## src/rtl/lsu_pkg.sv

```systemverilog
// Shared constants and types for the load/store unit.
package lsu_pkg;

    // funct3 access size/sign encodings
    localparam logic [2:0] F3_B  = 3'b000;
    localparam logic [2:0] F3_H  = 3'b001;
    localparam logic [2:0] F3_W  = 3'b010;
    localparam logic [2:0] F3_BU = 3'b100;
    localparam logic [2:0] F3_HU = 3'b101;

    // error codes reported on err_code
    localparam logic [1:0] ERR_NONE     = 2'b00;
    localparam logic [1:0] ERR_MISALIGN = 2'b01;
    localparam logic [1:0] ERR_ILLEGAL  = 2'b10;
    localparam logic [1:0] ERR_TIMEOUT  = 2'b11;

    typedef enum logic [1:0] {
        ST_IDLE   = 2'd0,
        ST_ACCESS = 2'd1,
        ST_DONE   = 2'd2
    } state_e;

    // Classify a request; illegal encodings take priority over misalignment.
    function automatic logic [1:0] classify_req(input logic rd, input logic wr,
                                                input logic [2:0] f3,
                                                input logic [1:0] addr_lo);
        logic [1:0] code;
        if (rd && wr) begin
            code = ERR_ILLEGAL;
        end else if ((f3 == 3'b011) || (f3 == 3'b110) || (f3 == 3'b111)) begin
            code = ERR_ILLEGAL;
        end else if (wr && f3[2]) begin
            code = ERR_ILLEGAL;
        end else if ((f3[1:0] == 2'b01) && addr_lo[0]) begin
            code = ERR_MISALIGN;
        end else if ((f3[1:0] == 2'b10) && (addr_lo != 2'b00)) begin
            code = ERR_MISALIGN;
        end else begin
            code = ERR_NONE;
        end
        return code;
    endfunction

endpackage

```

## src/rtl/lsu_align.sv

```systemverilog
// Byte-lane steering: store replication/mask and load extract/extend.
module lsu_align
    import lsu_pkg::*;
(
    input  logic [2:0]  funct3,
    input  logic [1:0]  addr_lo,
    input  logic [31:0] st_data,
    input  logic [31:0] ld_word,
    output logic [31:0] st_word,
    output logic [3:0]  st_mask,
    output logic [31:0] ld_data
);

    logic [7:0]  ld_byte_s;
    logic [15:0] ld_half_s;

    // Store side: replicate the datum across lanes and mark the touched bytes.
    always_comb begin
        st_word = st_data;
        st_mask = 4'b1111;
        case (funct3[1:0])
            2'b00: begin
                st_word = {4{st_data[7:0]}};
                st_mask = 4'b0001 << addr_lo;
            end
            2'b01: begin
                st_word = {2{st_data[15:0]}};
                st_mask = addr_lo[1] ? 4'b1100 : 4'b0011;
            end
            default: begin
                st_word = st_data;
                st_mask = 4'b1111;
            end
        endcase
    end

    // Load side: pick the addressed lane, then sign- or zero-extend.
    always_comb begin
        case (addr_lo)
            2'b00:   ld_byte_s = ld_word[7:0];
            2'b01:   ld_byte_s = ld_word[15:8];
            2'b10:   ld_byte_s = ld_word[23:16];
            2'b11:   ld_byte_s = ld_word[31:24];
            default: ld_byte_s = 8'h00;
        endcase
        if (addr_lo[1]) begin
            ld_half_s = ld_word[31:16];
        end else begin
            ld_half_s = ld_word[15:0];
        end
        case (funct3)
            F3_B:    ld_data = {{24{ld_byte_s[7]}}, ld_byte_s};
            F3_BU:   ld_data = {24'h000000, ld_byte_s};
            F3_H:    ld_data = {{16{ld_half_s[15]}}, ld_half_s};
            F3_HU:   ld_data = {16'h0000, ld_half_s};
            default: ld_data = ld_word;
        endcase
    end

endmodule

```

## src/rtl/lsu_ctrl.sv

```systemverilog
// Load/store controller: MEM-stage request -> word-aligned memory handshake.
module lsu_ctrl
    import lsu_pkg::*;
#(
    parameter int TIMEOUT = 255
) (
    input  logic        clk,
    input  logic        rst,
    input  logic        MemRead_M,
    input  logic        MemWrite_M,
    input  logic [2:0]  funct3_M,
    input  logic [31:0] addr_M,
    input  logic [31:0] wdata_M,
    output logic        stall_M,
    output logic [31:0] ReadData_M,
    output logic        err,
    output logic [1:0]  err_code,
    output logic        mem_valid,
    output logic        mem_wen,
    output logic [31:0] mem_addr,
    output logic [31:0] mem_wdata,
    output logic [7:0]  mem_wmask,
    input  logic [31:0] mem_rdata,
    input  logic        mem_ready
);

    localparam logic [7:0] TO_LIMIT = 8'(TIMEOUT);

    state_e      state_q, state_d;
    logic [7:0]  cnt_q, cnt_d;
    logic [31:0] rdata_q, rdata_d;
    logic        to_q, to_d;

    logic        req_s;
    logic        legal_s;
    logic [1:0]  chk_s;
    logic [31:0] st_word_s;
    logic [3:0]  st_mask_s;
    logic [31:0] ld_data_s;

    lsu_align u_align (
        .funct3  (funct3_M),
        .addr_lo (addr_M[1:0]),
        .st_data (wdata_M),
        .ld_word (rdata_q),
        .st_word (st_word_s),
        .st_mask (st_mask_s),
        .ld_data (ld_data_s)
    );

    // Decode the MEM-stage request into legal / error class.
    always_comb begin
        req_s   = MemRead_M | MemWrite_M;
        chk_s   = classify_req(MemRead_M, MemWrite_M, funct3_M, addr_M[1:0]);
        legal_s = req_s && (chk_s == ERR_NONE);
    end

    // State register.
    always_ff @(posedge clk or negedge rst) begin
        if (!rst) begin
            state_q <= ST_IDLE;
        end else begin
            state_q <= state_d;
        end
    end

    // Datapath registers: wait counter, captured read word, timeout flag.
    always_ff @(posedge clk or negedge rst) begin
        if (!rst) begin
            cnt_q   <= 8'd0;
            rdata_q <= 32'h0000_0000;
            to_q    <= 1'b0;
        end else begin
            cnt_q   <= cnt_d;
            rdata_q <= rdata_d;
            to_q    <= to_d;
        end
    end

    // Next-state logic; a ready on the final counted cycle wins over timeout.
    always_comb begin
        state_d = state_q;
        cnt_d   = cnt_q;
        rdata_d = rdata_q;
        to_d    = to_q;
        case (state_q)
            ST_IDLE: begin
                cnt_d = 8'd0;
                to_d  = 1'b0;
                if (legal_s) begin
                    state_d = ST_ACCESS;
                end else begin
                    state_d = ST_IDLE;
                end
            end
            ST_ACCESS: begin
                if (mem_ready) begin
                    rdata_d = mem_rdata;
                    to_d    = 1'b0;
                    state_d = ST_DONE;
                end else if ((cnt_q + 8'd1) == TO_LIMIT) begin
                    rdata_d = 32'h0000_0000;
                    to_d    = 1'b1;
                    state_d = ST_DONE;
                end else begin
                    cnt_d   = cnt_q + 8'd1;
                    state_d = ST_ACCESS;
                end
            end
            ST_DONE: begin
                cnt_d   = 8'd0;
                state_d = ST_IDLE;
            end
            default: begin
                state_d = ST_IDLE;
            end
        endcase
    end

    // Outputs: combinational from state and MEM inputs, forced quiet while in reset.
    always_comb begin
        stall_M    = 1'b0;
        ReadData_M = 32'h0000_0000;
        err        = 1'b0;
        err_code   = ERR_NONE;
        mem_valid  = 1'b0;
        mem_wen    = 1'b0;
        mem_addr   = 32'h0000_0000;
        mem_wdata  = 32'h0000_0000;
        mem_wmask  = 8'h00;
        if (rst) begin
            case (state_q)
                ST_IDLE: begin
                    if (legal_s) begin
                        stall_M = 1'b1;
                    end else if (req_s) begin
                        err      = 1'b1;
                        err_code = chk_s;
                    end else begin
                        stall_M = 1'b0;
                    end
                end
                ST_ACCESS: begin
                    stall_M   = 1'b1;
                    mem_valid = 1'b1;
                    mem_wen   = MemWrite_M;
                    mem_addr  = {addr_M[31:2], 2'b00};
                    if (MemWrite_M) begin
                        mem_wdata = st_word_s;
                        mem_wmask = {4'b0000, st_mask_s};
                    end else begin
                        mem_wdata = 32'h0000_0000;
                        mem_wmask = 8'h00;
                    end
                end
                ST_DONE: begin
                    ReadData_M = ld_data_s;
                    err        = to_q;
                    err_code   = to_q ? ERR_TIMEOUT : ERR_NONE;
                end
                default: begin
                    stall_M = 1'b0;
                end
            endcase
        end else begin
            stall_M = 1'b0;
        end
    end

endmodule

```

## config.mk

```make
export PLATFORM = sky130hd
export DESIGN_NAME = lsu_ctrl
export DESIGN_NICKNAME = d
export VERILOG_FILES = /design/src/rtl/lsu_pkg.sv /design/src/rtl/lsu_align.sv /design/src/rtl/lsu_ctrl.sv
export SDC_FILE = /design/constraint.sdc
export NUM_CORES = 1
export LEC_CHECK = 0
export ABC_CLOCK_PERIOD_IN_PS = 2350
export CAP_MARGIN = 20
export CELL_PAD_IN_SITES_DETAIL_PLACEMENT = 1
export CELL_PAD_IN_SITES_GLOBAL_PLACEMENT = 2
export CORE_MARGIN = 4
export CORE_UTILIZATION = 21
export CTS_CLUSTER_DIAMETER = 100
export DETAILED_ROUTE_END_ITERATION = 6
export GPL_ROUTABILITY_DRIVEN = 0
export PLACE_DENSITY = 0.83
export SETUP_SLACK_MARGIN = 0.2
export SLEW_MARGIN = 20
export SYNTH_ARGS = -nofsm -noshare
export SYNTH_HDL_FRONTEND = slang
export SYNTH_HIERARCHICAL = 1
export SYNTH_SLANG_ARGS = --single-unit
export TNS_END_PERCENT = 100
```

## constraint.sdc

```tcl
create_clock -name clk -period 2.35 [get_ports clk]
set_clock_uncertainty 0.15 [all_clocks]
set_input_delay 0.235 -clock clk [delete_from_list [all_inputs] [get_ports clk]]
set_output_delay 0.235 -clock clk [all_outputs]
set_load 0.01 [all_outputs]
```

==> impl_results.md, run 1 <==
- Status: completed
- Worst voltage drop across the vdd grid: 258 uV
- Finish-stage setup viols: 0
- Post-detailed-placement cell area: 6330 sq um
- Count of placed standard cells including taps: 891
- Data required time at the worst endpoint: 1.97 ns
- Slowest-stage cell, CP: dfrtp_2
- Number of cell rows: 49
- GRT Total Usage: 0.159
- Level count of the clock H-tree: 2
- Final antenna diode count: 0
- Synth top area cells: dfrtp_1 (27%), and2_1 (12%), a22o_1 (7.1%), and3_1 (5.1%), mux2i_1 (5.1%)
- Leakage Power: 3.50 nW
- Area share of fa/ha/maj cells after synthesis: 0.00637
- Largest area contributor in the netlist: dfrtp_1
- Critical path depth in cells: 7
- Via/cell ratio: 4.74
- Sum of routed wire length over all layers: 17,800 um
- Number of buffers and inverters on the critical path: 3
- Critical Path AT: 1.95 ns
- Most common library cells after synthesis: and2_1 (73), nand2_1 (52), dfrtp_1 (43)
- Die extent in y: 145 um
- Sequential share of the synthesized area: 0.274
- I/O Pins: 214
- Layout Cells excl Fill: 936
- Maximum number of pins on one net before global-route repair: 38
- Clock insertion delay at the later pin of the skew report: 0.28 ns
- Proportion of synthesized area in mux cells: 0.0844
- Complex-gate fraction of the synthesized area: 0.204
- CP Max Fanout: 5
- Num Clock Sinks: 43
- Class of the tightest hold or removal check: input port to asynchronous set/reset pin
- Number of flops mapped to enable cells by yosys: 0
- Router iterations before antenna repair: 4
- Final hold vios: 0
- Total power per unit cell area: 531 nW/um^2
- Category of the critical setup timing path: flop to output port
- Violation count after the first detailed-route iteration: 142
- Largest stage delay on the critical path: 0.42 ns
- Clock tree root driver cell: clkbuf_16
- Max frequency: 428 MHz
- Clock transition at the register clock pins on the worst setup and hold paths after CTS: 0.06 ns
- CTS max path bufs: 2
- Number of CTS-inserted buffers: 5
- Global-route wire length before repair: 26,500 um
- Proportion of layout cells with a drive suffix above 1: 0.283
- Cell mode on critical path: buf_6
- Largest delay contributor family on the critical path: buffers and inverters
- Warnings, synthesis: 6
- Via count of the first global-routing pass: 4,814
- Number of nets in the finished design: 812
- Area of the multi-input gates: 2780 sq um
- Setup repair after global routing missed its margin: true
- Startpoint type of the worst setup path: flop
- Total congestion overflow: 0
- Final Max Slew Viols: 0
- Post-synthesis instance area: 3930 sq um
- Cell count after synthesis: 469
- Total number of vias: 4,438
- Synth-to-layout area growth: 81.1%
- Port buffer count: 207
- Total core area: 18,100 sq um
- Slack of the worst reg-to-reg path: 0.25 ns
- Cell chain of the critical path: mux2_4 -> a22oi_4 -> buf_6 -> buf_16 -> o221ai_2 -> and2_4 -> buf_6
- Most frequently used cell type in the post-synthesis netlist: and2_1
- Proportion of register bits with asynchronous set or reset after synthesis: 1.00
- Count of filler cells inserted in the layout: 2,118
- Cell depth of the worst flop-to-flop path: 7
- Dominant register cell in the synthesized netlist: dfrtp_1
- Detailed-route DRC error count: 0
- Area share of the largest cell type after synthesis: 0.274
- Fin crit period: 2.34 ns
- Die extent in x: 145 um
- Max-cap violations: 0
- Worst flop-to-flop path endpoint: rdata_q[20]$_DFFE_PN0P_
- Initial Utilization: 0.216
- Number of antenna violations at the first check in global routing: 1
- Parity-gate share of the synthesized area counting xor and xnor cells: 0.0153
- Final clock period utilization by the worst path: 0.994
- Worst R2R Start: cnt_q[1]$_DFFE_PN0P_
- Die Area: 21,000 sq um
- Clock tree from TritonCTS: built
- Post-Synth Simple-Gate Area: 0.317
- Post-synth cell types: 53
- Hpwl dp: 13,100 um
- Storage cell area: 1080 sq um
- ANT nets after route: 0
- Final Cell Area: 7110 sq um
- Number of synthesized register bits: 43
- Routed len/inst: 19.1 um
- Synthesized area per cell: 8.37 sq um
- Worst hold margin: 0.0721 ns
- Dominant combinational cell family by area after synthesis: simple AND/OR/NAND/NOR gates
- Endpoint type of the worst setup path: output port
-- worst reg2reg max path: stages (launching register included) --
cell and delay, ns:
dfrtp_1 0.44, ha_2 0.26, xnor2_4 0.17, nor4b_4 0.31
o31ai_4 0.12, buf_12 0.16, clkbuf_16 0.16, a22o_1 0.23
-- kinds of logic (layout without fill, tap and decap cells) --
kind of cell	Yosys count	after routing
muxes	31	31
buffers and inverters	71	304
xor gates and xnor gates	6	6
other	1	6
adders and majority gates	2	2
AOI/OAI and AO/OA	97	97
and+or+nand+nor	218	218
DFF	43	43
-- report_power, final --
group,switching [W],leakage [nW],internal (W)
Sequential,0.000273,0.552,0.000991
Combinational,0.000755,2.88,0.00106
Clock,0.000302,0.0664,0.000397
-- state kept, by name, indices dropped and copies added, names as in the netlist --
name     flops
to_q         1
cnt_q        8
rdata_q     32
state_q      2
-- routing by layer --
layer	vias to the layer above	wire, um	global-route usage	part of all wire
li1	2104	-	-	-
met1	2122	7010	0.188	0.39
met2	192	9090	0.289	0.51
met3	18	1460	0.0378	0.082
met4	2	276	0.0412	0.015
met5	-	8	0	0.00045
-- timing repair --
action | in CTS | in global routing
gates cloned | 2 | 4
resized for setup | 280 | 46
pin swaps | 20 | 18
setup buffers | 20 | 10
hold endpoints to repair | 11 | 0
endpoints found under the setup margin | 134 | 94
hold buffers | 1 | 0
-- stage by stage --
step	TNS [ns]	setup slack (ns)	util	power [W]
3_5_place_dp	-18.88	-0.580	0.349	0.00265
5_1_grt	-0.270	-0.0372	0.392	0.00401
3_3_place_gp	-16.80	-0.553	0.349	0.00259
4_1_cts	-0.0229	-0.0207	0.373	0.00362
6_report	0	0.0138	0.392	0.00377
2_1_floorplan	0	0.417	-	0.00198
-- how the worst max path moves through the flow --
| stage | from | slack (ns) | end |
|---|---|---|---|
| global placement | addr_M[0] | -0.55 | ReadData_M[1] |
| CTS | rdata_q[31]$_DFFE_PN0P_ | -0.02 | ReadData_M[10] |
| detailed placement | addr_M[0] | -0.58 | ReadData_M[5] |
| global route | rdata_q[31]$_DFFE_PN0P_ | -0.04 | ReadData_M[23] |
| floorplan | cnt_q[0]$_DFFE_PN0P_ | 0.42 | rdata_q[12]$_DFFE_PN0P_ |
| finish | rdata_q[31]$_DFFE_PN0P_ | 0.01 | ReadData_M[9] |
-- final cells by class --
cell class | count | share of cell area
Multi-Input combinational cell | 360 | 0.391
Timing Repair Buffer | 280 | 0.388
Sequential cell | 43 | 0.151
Tap cell | 229 | 0.0403
Clock buffer | 5 | 0.0176
Inverter | 16 | 0.00844
Clock inverter | 3 | 0.00334
-- layout by cell type (no fill, tap or decap), types with 8 or more instances in the layout --
master and n:
clkdlybuf4s50_1 96, dlygate4sd2_1 71, and2_1 59, nand2_1 52, dfrtp_1 42, buf_4 41, a22o_1 32, and3_1 30
buf_6 26, nor2b_1 20, mux2i_1 20, buf_2 17, inv_1 15, o22ai_2 15, and2_4 14, buf_12 12
o21ai_0 11, clkbuf_16 8, o221ai_2 8, mux2_2 8
Note: power is estimated with default switching activity, not from simulation.
==> inputs of run 2 (changes only) <==
- CTS_CLUSTER_DIAMETER: 100 -> 200
==> results of run 2 <==
Final layout, timing and power as in run 1 (identical DEF).
